## src/rtl/crc16_check.sv

```systemverilog
// Serial CRC-16 checker: recomputes the payload CRC bit by bit and compares it with the 16 trailing CRC bits.
// Latency: done pulses 1 cycle after the 16th CRC bit is accepted (LEN+17 cycles after START with no gaps).
// Backpressure: none; IN_VALID=0 simply freezes all block state, and START aborts and restarts at any time.
module crc16_check #(
    parameter logic [15:0] SEED  = 16'h0000,
    parameter int          LEN_W = 16
) (
    input  logic             CLK,
    input  logic             RST,
    input  logic             START,
    input  logic [LEN_W-1:0] LEN,
    input  logic             DATA,
    input  logic             IN_VALID,
    output logic             busy,
    output logic             done,
    output logic             crc_ok,
    output logic             crc_err,
    output logic [15:0]      remainder,
    output logic [15:0]      rx_crc
);

    typedef enum logic [1:0] {
        IDLE    = 2'd0,
        PAYLOAD = 2'd1,
        CRCIN   = 2'd2,
        DONE    = 2'd3
    } state_t;

    // Counter reload for the CRC phase; the counter is LEN_W bits wide, so
    // LEN_W must be at least 5 to hold this value.
    localparam logic [LEN_W-1:0] CRC_BITS = LEN_W'(16);
    localparam logic [LEN_W-1:0] ONE      = LEN_W'(1);

    state_t           state_q;
    logic [15:0]      lfsr_q;
    logic [15:0]      lfsr_d;
    logic [LEN_W-1:0] cnt_q;
    logic [15:0]      rem_q;
    logic [15:0]      rx_q;
    logic             busy_q;
    logic             done_q;
    logic             ok_q;
    logic             err_q;
    logic             fb;
    logic             cnt_last;

    // LFSR next state for one accepted payload bit: feedback is DATA xor L[0],
    // injected at taps 0, 5 and 12 while the register shifts towards the MSB.
    always_comb begin
        fb         = DATA ^ lfsr_q[0];
        lfsr_d     = {lfsr_q[14:0], fb};
        lfsr_d[5]  = lfsr_q[4] ^ fb;
        lfsr_d[12] = lfsr_q[11] ^ fb;
    end

    // The counter counts down to 1 rather than 0 so that LEN = 2^LEN_W-1
    // never needs a wider register.
    assign cnt_last = (cnt_q == ONE);

    // Block FSM with all outputs registered; START overrides every state.
    always_ff @(posedge CLK or posedge RST) begin
        if (RST) begin
            state_q <= IDLE;
            lfsr_q  <= SEED;
            cnt_q   <= '0;
            rem_q   <= 16'h0000;
            rx_q    <= 16'h0000;
            busy_q  <= 1'b0;
            done_q  <= 1'b0;
            ok_q    <= 1'b0;
            err_q   <= 1'b0;
        end else begin
            done_q <= 1'b0;
            if (START) begin
                // Restart from scratch; any bit presented alongside START is dropped.
                lfsr_q <= SEED;
                rx_q   <= 16'h0000;
                ok_q   <= 1'b0;
                err_q  <= 1'b0;
                busy_q <= 1'b1;
                if (LEN == '0) begin
                    // Empty payload: the remainder is just the preload value.
                    rem_q   <= SEED;
                    cnt_q   <= CRC_BITS;
                    state_q <= CRCIN;
                end else begin
                    cnt_q   <= LEN;
                    state_q <= PAYLOAD;
                end
            end else begin
                case (state_q)
                    IDLE: begin
                        busy_q <= 1'b0;
                    end
                    PAYLOAD: begin
                        if (IN_VALID) begin
                            lfsr_q <= lfsr_d;
                            if (cnt_last) begin
                                rem_q   <= lfsr_d;
                                cnt_q   <= CRC_BITS;
                                state_q <= CRCIN;
                            end else begin
                                cnt_q <= cnt_q - ONE;
                            end
                        end
                    end
                    CRCIN: begin
                        // First received CRC bit ends up in rx_crc[15].
                        if (IN_VALID) begin
                            rx_q <= {rx_q[14:0], DATA};
                            if (cnt_last) begin
                                state_q <= DONE;
                            end else begin
                                cnt_q <= cnt_q - ONE;
                            end
                        end
                    end
                    DONE: begin
                        done_q  <= 1'b1;
                        busy_q  <= 1'b0;
                        ok_q    <= (rx_q == rem_q);
                        err_q   <= (rx_q != rem_q);
                        state_q <= IDLE;
                    end
                    default: begin
                        state_q <= IDLE;
                    end
                endcase
            end
        end
    end

    assign busy      = busy_q;
    assign done      = done_q;
    assign crc_ok    = ok_q;
    assign crc_err   = err_q;
    assign remainder = rem_q;
    assign rx_crc    = rx_q;

endmodule

```

## config.mk

```make
export PLATFORM = sky130hd
export DESIGN_NAME = crc16_check
export DESIGN_NICKNAME = d
export VERILOG_FILES = /design/src/rtl/crc16_check.sv
export SDC_FILE = /design/constraint.sdc
export NUM_CORES = 1
export LEC_CHECK = 0
export BUFFER_PORTS_ARGS = -buffer_cell sky130_fd_sc_hd__buf_2
export CAP_MARGIN = 25
export CORE_ASPECT_RATIO = 0.5
export CORE_MARGIN = 4
export CORE_UTILIZATION = 55
export DETAILED_ROUTE_END_ITERATION = 8
export PLACE_DENSITY_LB_ADDON = 0.2
export SYNTH_ARGS = -nofsm -noshare
export SYNTH_HDL_FRONTEND = slang
export SYNTH_SLANG_ARGS = --single-unit
export TNS_END_PERCENT = 20
```

## constraint.sdc

```tcl
create_clock -name CLK -period 3.2 [get_ports CLK]
set_input_delay 0.32 -clock CLK [delete_from_list [all_inputs] [get_ports CLK]]
set_output_delay 0.32 -clock CLK [all_outputs]
set_load 0.005 [all_outputs]
```

After elaboration in Yosys (flattened, before gate mapping)
Index checks and enable logic that the tools add are counted.
{ "op_classes": {"add_sub_neg": 1, "eq_ne": 12, "n_mux": 33, "bitwise": 3, "n_reduce_logical": 16} }
{ "ops": {"columns": ["op", "count"], "rows": [
  ["16-bit 2-to-1 mux", 14],
  ["15-bit 2-to-1 mux", 3],
  ["16-bit one-hot mux with 2 select lines", 1],
  ["16-bit by 1-bit == test with 1-bit output (second input constant)", 1],
  ["16-bit == test", 1],
  ["16-bit logical NOT", 1],
  ["16-bit inequality test", 1],
  ["16-bit by 1-bit subtractor with 16-bit output (second input constant)", 1],
  ["3-bit inequality test (second input constant)", 5],
  ["2-bit 2-to-1 mux", 6],
  ["2-bit nonzero test", 6],
  ["1-bit 2-to-1 mux", 8],
  ["4-bit AND reduction", 2],
  ["2-bit one-hot mux with 3 select lines", 1],
  ["5-bit AND reduction", 1],
  ["2-bit == test (second input constant)", 2],
  ["2-bit AND reduction", 2],
  ["4-bit nonzero test", 1],
  ["3-bit nonzero test", 1],
  ["1-bit XOR", 3],
  ["2-bit by 1-bit == test with 1-bit output (second input constant)", 1],
  ["2-bit logical NOT", 1],
  ["2-bit by 1-bit inequality test with 1-bit output (second input constant)", 1],
  ["2-bit OR reduction", 1]
]} }
{ "word_totals": {"regBits": 69, "wordCells": 74} }

Logic depth before layout (Yosys ltp)
Gate-level depths: netlist of run 1.
{ "depth": {"ltp_word": 6, "ltp_mapped": 8} }

Worst setup path before layout of run 1
No wires, ideal clock.
{ "synth_path": {"kind": "reg-to-reg", "start": "register state_q[0]", "end": "register cnt_q[2]", "t_arrival_ns": 1.995, "slack_ns": 1.075, "path_stages_with_launch": 8, "path_buffers": 1, "period_less_slack_ns": 2.125, "cell_sequence": "dfrtp_1 -> inv_1 -> ha_1 -> or4b_2 -> nor4_2 -> o21a_1 -> buf_2 -> a22oi_1"} }
{ "synth_between": {"elab_chain_len": 3, "elab_cells_between_ends": 9, "cone_classes": "5 x eq/ne; 2 x mux; 2 x reduce/logical"} }
{ "synth_rtl": {"columns": ["item", "line_no", "rtl"], "rows": [
  ["start: declaration", "34", "state_t state_q;"],
  ["start signal: assignment", "63", "state_q <= IDLE;"],
  ["start signal: assignment", "85", "state_q <= CRCIN;"],
  ["start signal: assignment", "88", "state_q <= PAYLOAD;"],
  ["2-bit == test / 2-bit by 1-bit == test with 1-bit output (equally long branches)", "91", "case (state_q)"],
  ["3-bit inequality test (no source line), or another cell as far along", null, null],
  ["4-bit AND reduction (no source line) / 16-bit 2-to-1 mux (equally long branches)", null, null],
  ["end signal: assignment", "103", "cnt_q <= cnt_q - ONE;"],
  ["end signal: assignment", "114", "cnt_q <= cnt_q - ONE;"],
  ["end: declaration", "37", "logic [LEN_W-1:0] cnt_q;"]
]} }
Parallel ways exist; a longest one is shown, timed or not.
A chain may end at the register's enable or synchronous reset.

Final worst setup path of run 1
{ "layout_path": {"start": "register state_q[0]", "end": "register cnt_q[9]"} }
Same word-level chain as after synthesis.

==> results of run 1 <==
[worst reg2reg max path: cells and delay by family, from the launching register on]
family          cells  cell delay (ns)
simple gates        3             1.31
compound gates      2             0.35
fa+ha+maj           1             0.29
flops               1             0.42
buf+inv             1             0.07
[logic make-up (layout without fill, tap and decap cells)]
kind of cell	Yosys count	count (layout)
flops	69	69
buf+inv	37	94
simple gates	167	167
xor+xnor	20	20
compound gates	106	106
fa+ha+maj	6	6
[sequential cells by signal (all words and copies together), names as in the netlist]
register   count
state_q        2
busy           1
crc_err        1
rx_crc        16
done           1
crc_ok         1
lfsr_q        15
remainder     16
cnt_q         16
[path summary, 6_finish.rpt]
| kind | startpoint | cells past startpoint | to |
|---|---|---|---|
| worst min-delay path | LEN[8] | 3 | cnt_q[8]$_DFFE_PP0P_ |
| worst max-delay path | state_q[0]$_DFFE_PP0P_ | 7 | cnt_q[9]$_DFFE_PP0P_ |
| min in group asynchronous | RST | 3 | rx_crc[12]$_DFFE_PP0P_ |
| worst max register to register | state_q[0]$_DFFE_PP0P_ | 7 | cnt_q[9]$_DFFE_PP0P_ |
| worst min register to register | lfsr_q[14]$_DFFE_PP0P_ | 2 | remainder[15]$_DFFE_PP0P_ |
| max in group asynchronous | RST | 5 | state_q[0]$_DFFE_PP0P_ |
[final cells by class]
class / count / area (um2) / share of cell area
Multi-Input combinational cell: 299 / 1760 / 0.408
Sequential cell: 69 / 1730 / 0.401
Timing Repair Buffer: 66 / 378 / 0.0877
Clock buffer: 9 / 225 / 0.0523
Tap cell: 88 / 110 / 0.0256
Clock inverter: 6 / 63.8 / 0.0148
Inverter: 13 / 48.8 / 0.0113
[power by group through the flow]
stage | combinational (W) | sequential, W | clock, W
floorplan | 0.000276 | 0.000982 | 0
global placement | 0.000355 | 0.000995 | 0
detailed placement | 0.000369 | 0.000999 | 0
CTS | 0.000372 | 0.000985 | 0.000976
global route | 0.000419 | 0.000995 | 0.00103
finish | 0.000380 | 0.000987 | 0.000969
[cells in the mapped netlist (2+ instances only)]
cell type / n / area (um2)
o32ai_2: 2 / 32.5
inv_1: 12 / 45.0
o21ai_0: 17 / 85.1
buf_2: 3 / 15.0
ha_1: 6 / 75.1
nor4_4: 2 / 42.5
and2_1: 3 / 18.8
dfrtp_1: 69 / 1730
a22oi_1: 6 / 45.0
buf_6: 2 / 22.5
o32ai_1: 3 / 26.3
or2_2: 2 / 12.5
nor3_1: 9 / 45.0
nand3_1: 3 / 15.0
xnor2_1: 18 / 158
clkbuf_1: 13 / 48.8
nor2_1: 17 / 63.8
nand4_1: 18 / 113
a21oi_1: 48 / 240
buf_1: 4 / 15.0
nor4_1: 8 / 50.1
xor2_1: 2 / 17.5
o21ai_1: 10 / 50.1
a2bb2oi_1: 2 / 17.5
nand2_1: 84 / 315
o21a_1: 2 / 15.0
o211ai_1: 4 / 30.0
nor2b_1: 3 / 18.8
buf_4: 2 / 15.0
o31ai_1: 2 / 15.0
o221ai_1: 2 / 17.5
or4_1: 5 / 37.5
[metal layers]
metal | part of all wire | vias up | routed length, um | track usage
li1 | - | 1549 | - | -
met1 | 0.45 | 1610 | 4390 | 0.348
met2 | 0.45 | 168 | 4330 | 0.391
met3 | 0.085 | 20 | 825 | 0.0705
met4 | 0.016 | 0 | 158 | 0.0855
met5 | 0 | - | 0 | 0
[metrics by stage]
stage                     worst slack [ns]  cell area, um2
after floorplan                       1.08            3640
after global placement               0.726            3980
after detailed placement             0.637            3990
after CTS                            0.622            4280
after global routing                 0.464            4310
final                                0.589            4310
[timing repair]
item | in CTS | in global routing
hold buffers | 0 | 1
setup endpoints to repair | 0 | 0
resized for setup | 0 | 0
hold endpoints to repair | 0 | 5
==> metrics.md, run 1 <==
| Metric | Value |
|---|---|
| CP max stage cell | `nor4_4` |
| Slew margin rel. | `0.507` |
| Min Hold Slack | `roughly 0.25 ns` |
| Maximum clock frequency | `between 300 and 400 MHz` |
| Most frequent cells in the layout | `nand2_1, dfrtp_1, buf_2` |
| Buf+Inv Stages, Crit Path | `1` |
| First-pass GRT wire length | `about 16000 um` |
| Inserted Clock Buffers | `9` |
| Post-DP HPWL | `6720 um` |
| R2R Setup Slk | `roughly 0.59 ns` |
| Number of global-route vias before repair | `3215` |
| Via density | `about 6` |
| Global placer's final weighted congestion | `around 0.94` |
| CP Class | `reg2reg` |
| GRT Overall Usage | `0.254` |
| Core Area | `between 6000 and 7000 um2` |
| Sequential share of power | `0.423` |
| Clock Skew | `0.00499 ns` |
| Sink Count | `69` |
| Delay-heaviest family, CP | `simple AND/OR/NAND/NOR gates` |
| Max stage delay on crit path | `0.55 ns` |
| Internal power | `between 0.0015 and 0.002 W` |
| Asr flop ratio synth | `1.00` |
| CTS Buffer Depth | `2` |
| DRT antenna net count | `0` |
| Clock latency on the worst-skew pair | `between 0.3 and 0.4 ns` |
| Seq/Total Area, Yosys | `0.474` |
| Gr ovfl total | `0` |
| Antenna violations before repair | `0` |
| Fillcell total | `500` |
| Switching part of the total | `0.289` |
| Hold Path Class | `in2reg` |
| Max VDD drop | `361 uV` |
| Setup TNS Final | `0 ns` |
| Worst Setup End Kind | `flop` |
| Placed instance count | `~530` |
| XOR/XNOR Fraction of Synth Area | `0.0481` |
| Via Count | `around 3.3k` |
| Drc violations | `0` |
| Leakage power figure | `between 1.5 and 2 nW` |
| IO Port Bufs | `56` |
| Power Total | `between 0.002 and 0.0025 W` |
| Arr. time, crit path | `2.79 ns` |
| Final Util | `0.692` |
| Post-Syn Area | `~3600 um2` |
| Die Wd | `about 120 um` |
| DRT iter0 DRCs | `284` |
| Ys flop type | `dfrtp_1` |
| Clk root buf | `clkbuf_16` |
| Yosys reg bits | `slightly below 70` |
| Pwr dens | `542 nW/um2` |
| Max-slew violations | `0` |
| Share of layout cells above drive strength 1 | `0.210` |
| Die Height | `about 66 um` |
| Crit-path cells | `inv_1 > ha_1 > or4_1 > nor4_4 > nor3_1 > a32oi_1 > o32ai_1` |
| Die area | `just over 8000 um2` |
| WL final | `~9700 um` |
| Synth cell types | `between 50 and 60` |
| Synth Area in Simple Gates | `0.233` |
| RSZ-0062 raised after global routing | `false` |
| Maxcap violations | `0` |
| Clock share of power | `0.415` |
| Post-synthesis mux area share | `0` |
| Mapped Cells | `roughly 410` |
| Syn_nets | `between 400 and 500` |
| Largest net degree at the start of global routing | `52` |
| Final hold vios | `0` |
| Adder-Cell Fraction of Synth Area | `0.0206` |
| ANT cells | `0` |
| Avg WL per Cell | `around 18 um` |
| Setup Buffers After CTS | `0` |
| Clk slew on worst S/H paths | `approximately 0.05 ns` |
| Post-layout min period | `about 2.6 ns` |
| TritonCTS clock tree | `yes` |
| Synthesized area per cell | `between 8 and 9 um2` |
| Num rows | `20` |
| Startpoint Class | `flop` |
| Starting Density | `0.584` |
| Drt pass-1 iters | `5` |
| Final nets | `approximately 490` |
| Final Non-Filler Cells | `550` |
| Status | `finished, final reports clean` |
| Commonest non-fill, non-tap cell in the layout | `nand2_1` |
| Final setup vio count | `0` |
| Htree depth | `3` |
| Largest family of logic cells by synthesized area | `simple AND/OR/NAND/NOR gates` |
| Switch Pwr | `0.000676 W` |
| Final cycle utilization of the critical path | `0.816` |
| EDFF count, synth | `0` |
| IO Count | `57` |
| Critical Path RT | `3.38 ns` |
| Complex-gate fraction of the synthesized area | `0.178` |
| Slew @ Worst Pin | `~0.74 ns` |
| Crit Path Max Fanout | `14` |
| Area grow syn2layout | `18.4%` |
| Yosys warns | `0` |
| Comb pwr share | `0.163` |
No activity file was read; power rests on OpenSTA's default activity.
==> run 2, diff against run 1 <==
Settings changed: ABC_AREA set to 1.
Clock period 3.2 ns to 2.55 ns, I/O delays scaled along.
==> metrics.md, run 2 <==
| Metric | Value |
|---|---|
| Failing checks | `hold timing` |
| Yosys warns | `0` |
| Max-slew violations | `0` |
| CTS Buffer Depth | `2` |
| Avg WL per Cell | `around 13 um` |
| Share of layout cells above drive strength 1 | `0.226` |
| Area contributors post-synth | `dfrtp_1, nand2_1, inv_1, nor2_1, xor2_1` |
| IO Count | `57` |
| Maximum clock frequency | `about 490 MHz` |
| Post-Syn Area | `approximately 3900 um2` |
| DRT antenna net count | `0` |
| Die Height | `between 60 and 70 um` |
| Number of global-route vias before repair | `3078` |
| Starting Density | `0.576` |
| DRT iter0 DRCs | `around 250` |
| Most numerous cell on the critical path | `inv_1` |
| Max VDD drop | `between 400 and 500 uV` |
| CP max stage cell | `dfrtp_1` |
| Area grow syn2layout | `14.6%` |
| Min Hold Slack | `-0.0149 ns` |
| Commonest non-fill, non-tap cell in the layout | `nand2_1` |
| Leading cell type by number of instances after synthesis | `nand2_1` |
| R2R Setup Slk | `0.51 ns` |
| Arr. time, crit path | `approximately 2.3 ns` |
| Post-DP HPWL | `6110 um` |
| Drt pass-1 iters | `4` |
| Via Count | `roughly 3.3k` |
| Clock latency on the worst-skew pair | `0.33 ns` |
| Synth area leader | `dfrtp_1` |
| First-pass GRT wire length | `~14000 um` |
| Largest net degree at the start of global routing | `70` |
| Buf+Inv Stages, Crit Path | `3` |
| Resized cells post-CTS | `0` |
| Maxcap violations | `0` |
| Setup Buffers After CTS | `0` |
| Crit-path cells | `inv_1 > ha_1 > nand2_1 > inv_1 > nor2_2 > inv_1 > nand3_4 > nand2_1 > o21ai_2` |
| Die Wd | `approximately 130 um` |
| Delay-heaviest family, CP | `simple AND/OR/NAND/NOR gates` |
| Final cycle utilization of the critical path | `0.801` |
| Hold Path Class | `in2async` |
| Drc violations | `0` |
| Status | `finished with violations` |
| Core Area | `about 6800 um2` |
| Power Total | `about 0.0036 W` |
| Max stage delay on crit path | `0.43 ns` |
| Antenna violations before repair | `0` |
| Yosys reg bits | `around 70` |
| Critical Path RT | `2.76 ns` |
| Placement Setup Slack | `slightly below 0.5 ns` |
| Gr ovfl total | `0` |
| Final setup vio count | `0` |
| Final Util | `0.661` |
| Via density | `5.01` |
| Ys flop type | `dfrtp_1` |
| Most frequent cells in the layout | `nand2_1, dfrtp_1, inv_1` |
| IO Port Bufs | `56` |
| Sink Count | `69` |
| Htree depth | `3` |
| Leakage power figure | `2.37 nW` |
| Worst Setup End Kind | `flop` |
| Global placer's final weighted congestion | `0.889` |
| # hold bufs at CTS | `0` |
| Seq/Total Area, Yosys | `0.442` |
| ANT cells | `0` |
| Final nets | `approximately 580` |
| Post-layout min period | `2.04 ns` |
| Setup ws final | `0.507 ns` |
| RSZ-0062 raised after global routing | `false` |
| Startpoint Class | `flop` |
| Final hold vios | `5` |
| Mapped Cells | `~500` |
| Asr flop ratio synth | `1.00` |
| GRT Overall Usage | `0.216` |
| Clock Skew | `~0.0066 ns` |
| WL final | `about 8400 um` |
| Pwr dens | `about 800 nW/um2` |
| Synthesized area per cell | `around 8 um2` |
| EDFF count, synth | `0` |
| Num rows | `21` |
| TritonCTS clock tree | `yes` |
| Synth top area share | `0.442` |
| Inserted Clock Buffers | `9` |
| Setup TNS Final | `0 ns` |
| Slew @ Worst Pin | `roughly 0.71 ns` |
| Slew margin rel. | `0.524` |
| Clk slew on worst S/H paths | `around 0.06 ns` |
| Die area | `approximately 8600 um2` |
| Crit Path Max Fanout | `32` |
| Syn_nets | `approximately 530` |
| Clk root buf | `clkbuf_16` |
| CP Class | `reg2reg` |
| Top post-synthesis cells by count | `nand2_1, dfrtp_1, inv_1` |
| Synth cell types | `24` |
## run 2: cell type report
cell class | instances | area (um2)
clock buffers | 11 | 233
clock inverters | 3 | 23.8
fillers | 604 | 2300
repair buffers | 58 | 308
multi-input cells | 351 | 1820
flip-flops and latches | 69 | 1730
inverters | 66 | 248
well taps | 92 | 115
## run 2: final timing paths
| path | from | end | cells after the start |
|---|---|---|---|
| hold / removal | RST | rx_crc[15]$_DFFE_PP0P_ | 3 |
| setup reg to reg | state_q[1]$_DFFE_PP0P_ | remainder[2]$_DFFE_PP0P_ | 9 |
| min in group CLK | DATA | rx_crc[0]$_DFFE_PP0P_ | 3 |
| max in group asynchronous | RST | lfsr_q[6]$_DFFE_PP0P_ | 3 |
| setup / recovery | state_q[1]$_DFFE_PP0P_ | remainder[2]$_DFFE_PP0P_ | 9 |
| hold reg to reg | lfsr_q[10]$_DFFE_PP0P_ | lfsr_q[10]$_DFFE_PP0P_ | 2 |
## run 2: worst register-to-register path, stage by stage (launching register included)
cell     delay (ns)
dfrtp_1        0.43
inv_1          0.08
ha_1           0.16
nand2_1        0.22
inv_1          0.24
nor2_2         0.06
inv_1          0.13
nand3_4        0.34
nand2_1        0.20
o21ai_2        0.07
## run 2: layer usage
layer | share of wire | global-route usage | routed length (um) | vias to the layer above
met5 | 0 | 0 | 0 | -
li1 | - | - | - | 1661
met2 | 0.50 | 0.374 | 4230 | 44
met4 | 0.0065 | 0.0735 | 55 | 0
met1 | 0.46 | 0.266 | 3850 | 1544
met3 | 0.033 | 0.0577 | 277 | 5
## run 2: per-stage QoR
| stage | std cells | hold slack (ns) | cell area (um2) |
|---|---|---|---|
| 2_1_floorplan | 501 | 0.427 | 3910 |
| 3_3_place_gp | 636 | 0.365 | 4220 |
| 3_5_place_dp | 636 | 0.363 | 4220 |
| 4_1_cts | 650 | 0.00666 | 4480 |
| 5_1_grt | 650 | 0.0289 | 4480 |
| 6_report | 650 | -0.0149 | 4480 |
## run 2: kinds of logic after synthesis
| family | Yosys count | share of synthesized area |
|---|---|---|
| buffers and inverters | 81 | 0.0913 |
| AOI/OAI and AO/OA | 86 | 0.141 |
| DFF | 69 | 0.442 |
| adders and majority gates | 6 | 0.0192 |
| xor gates and xnor gates | 19 | 0.0426 |
| and+or+nand+nor | 240 | 0.264 |
## run 2: where the power goes
part | total, W | internal [W] | switching [W] | leakage, nW
clock | 0.00109 | 0.000650 | 0.000441 | 0.118
combinational | 0.00100 | 0.000366 | 0.000634 | 1.34
sequential | 0.00149 | 0.00127 | 0.000215 | 0.911
==> run 3, diff against run 2 <==
Settings changed: ABC_AREA 1 to 0, CORE_UTILIZATION 55 to 51.
Clock period 2.55 ns to 1.8 ns, I/O delays scaled along.
==> metrics.md, run 3 (synthesis gave the netlist of run 1 again) <==
| Metric | Value |
|---|---|
| Status | `finished with violations` |
| Failing checks | `setup timing` |
| Max-slew violations | `0` |
| Avg WL per Cell | `about 18 um` |
| Most frequent cells in the layout | `nand2_1, dfrtp_1, buf_2` |
| First-pass GRT wire length | `about 17000 um` |
| Worst hold path depth | `3` |
| CP max stage cell | `or4_4` |
| Clock Skew | `a little over 0.006 ns` |
| Setup TNS Final | `-9.90 ns` |
| Die Height | `approximately 68 um` |
| CTS Buffer Depth | `2` |
| Maxcap violations | `0` |
| Post-DP HPWL | `approximately 7400 um` |
| Htree depth | `3` |
| HP Start | `LEN[13]` |
| R2R Setup Slk | `-0.37 ns` |
| DRT iter0 DRCs | `approximately 340` |
| Die area | `between 8000 and 9000 um2` |
| RSZ-0062 raised after global routing | `true` |
| Final Cell Area | `4880 um2` |
| Crit-path cells | `or4_4 > buf_12 > nor4_4 > or2b_4 > nor2_1 > o32ai_1` |
| ANT cells | `0` |
| Delay-heaviest family, CP | `simple AND/OR/NAND/NOR gates` |
| Global placer's final weighted congestion | `just over 0.9` |
| Largest net degree at the start of global routing | `39` |
| TritonCTS clock tree | `yes` |
| Via density | `just under 6` |
| Final setup vio count | `34` |
| Clk slew on worst S/H paths | `around 0.060 ns` |
| GRT Overall Usage | `0.263` |
| Via Count | `roughly 3.5k` |
| Worst hold endpoint | `cnt_q[13]$_DFFE_PP0P_` |
| Drt pass-1 iters | `5` |
| Placement Setup Slack | `-0.464 ns` |
| Max stage delay on crit path | `around 0.59 ns` |
| Area grow syn2layout | `34.0%` |
| Worst Setup End Kind | `flop` |
| Final hold vios | `0` |
| Commonest non-fill, non-tap cell in the layout | `nand2_1` |
| IO Port Bufs | `56` |
| Slew @ Worst Pin | `approximately 0.57 ns` |
| Slew margin rel. | `0.619` |
| Antenna violations before repair | `0` |
| DRT antenna net count | `0` |
| Inserted Clock Buffers | `9` |
| CP Class | `reg2reg` |
| Num rows | `21` |
| Arr. time, crit path | `roughly 2.4 ns` |
| Final nets | `530` |
| Starting Density | `0.535` |
| DP Area | `4300 um2` |
| Leakage power figure | `2.22 nW` |
| Critical Path RT | `between 2 and 2.5 ns` |
| Clk root buf | `clkbuf_16` |
| Startpoint Class | `flop` |
| Max VDD drop | `536 uV` |
| Share of layout cells above drive strength 1 | `0.341` |
| Drc violations | `0` |
| Number of global-route vias before repair | `roughly 3.4k` |
| Gr ovfl total | `0` |
| Setup ws final | `-0.368 ns` |
| Sink Count | `69` |
| Post-layout min period | `2.17 ns` |
| Final Util | `0.717` |
| R2R cell count | `6` |
| Clock latency on the worst-skew pair | `between 0.3 and 0.4 ns` |
| Hold Path Class | `in2reg` |
| Buf+Inv Stages, Crit Path | `1` |
| WL final | `between 10000 and 15000 um` |
| Core Area | `between 6000 and 7000 um2` |
| Reg2reg end | `cnt_q[9]$_DFFE_PP0P_` |
| Final cycle utilization of the critical path | `1.20` |
| Pwr dens | `about 930 nW/um2` |
| Reg2reg start | `cnt_q[12]$_DFFE_PP0P_` |
| Die Wd | `between 100 and 150 um` |
| Maximum clock frequency | `approximately 460 MHz` |
| Crit Path Max Fanout | `8` |
| IO Count | `57` |
## run 3: cell types whose count changed in the layout (fill, tap and decap cells not counted), moves of 11 or more
cell | before | now
xnor2_1 | 0 | 18
o22ai_1 | 16 | 0
a21oi_1 | 23 | 45
buf_4 | 1 | 45
nor2_1 | 52 | 16
nor2_2 | 19 | 1
o21ai_0 | 19 | 6
nand2_1 | 149 | 83
nand4_1 | 0 | 18
o21ai_1 | 1 | 12
inv_1 | 64 | 10
xor2_1 | 19 | 2
## run 3: timing repair
item                                   CTS  global route
gates resized for setup                 17            29
pin swaps                                7             8
endpoints found under the hold margin   20             0
buffers inserted                         4             3
cloned                                   1             2
setup endpoints to repair               34            35
hold buffers                             1             0
## run 3: metal layers
metal	global-route usage	vias to the layer above	share of wire
li1	-	1645	-
met2	0.432	144	0.47
met1	0.352	1709	0.44
met3	0.0719	12	0.085
met5	0	-	0
met4	0.0588	0	0.0084
## run 3: worst min-delay path, delay by kind of cell
| family | cells | cell delay, ns |
|---|---|---|
| AO/OA/AOI/OAI | 1 | 0.08 |
| buffers and inverters | 1 | 0.09 |
| AND/OR/NAND/NOR | 1 | 0.05 |
## run 3: how the worst max path moves through the flow
stage,slack (ns),to,startpoint,cells after the start
final,-0.37,cnt_q[9]$_DFFE_PP0P_,cnt_q[12]$_DFFE_PP0P_,6
after global routing,-0.44,cnt_q[9]$_DFFE_PP0P_,cnt_q[12]$_DFFE_PP0P_,6
after CTS,-0.30,remainder[1]$_DFFE_PP0P_,cnt_q[9]$_DFFE_PP0P_,7
after detailed placement,-0.46,remainder[12]$_DFFE_PP0P_,cnt_q[9]$_DFFE_PP0P_,6
after global placement,-0.34,cnt_q[4]$_DFFE_PP0P_,cnt_q[9]$_DFFE_PP0P_,6
after floorplan,-0.24,remainder[10]$_DFFE_PP0P_,cnt_q[9]$_DFFE_PP0P_,7
## run 3: power by group
group / total, W / switching [W] / internal [W]
sequential: 0.00172 / 0.0000780 / 0.00164
combinational: 0.00103 / 0.000570 / 0.000457
clock: 0.00180 / 0.000681 / 0.00112
total: 0.00455 / 0.00133 / 0.00322
## run 3: final cells by class
cell class	instances	area, um2
tap	92	115
multi-input combinational	301	1920
clock buffer	10	239
inverter	13	48.8
sequential	69	1730
fill	505	1930
timing repair buffer	109	756
clock inverter	6	72.6
## run 3: stage by stage
| stage | instances | hold WS (ns) | power [W] |
|---|---|---|---|
| floorplan | 405 | 0.303 | 0.00225 |
| global placement | 573 | 0.217 | 0.00260 |
| detailed placement | 573 | 0.224 | 0.00264 |
| CTS | 595 | 0.105 | 0.00451 |
| global route | 600 | 0.113 | 0.00476 |
| finish | 600 | 0.117 | 0.00455 |
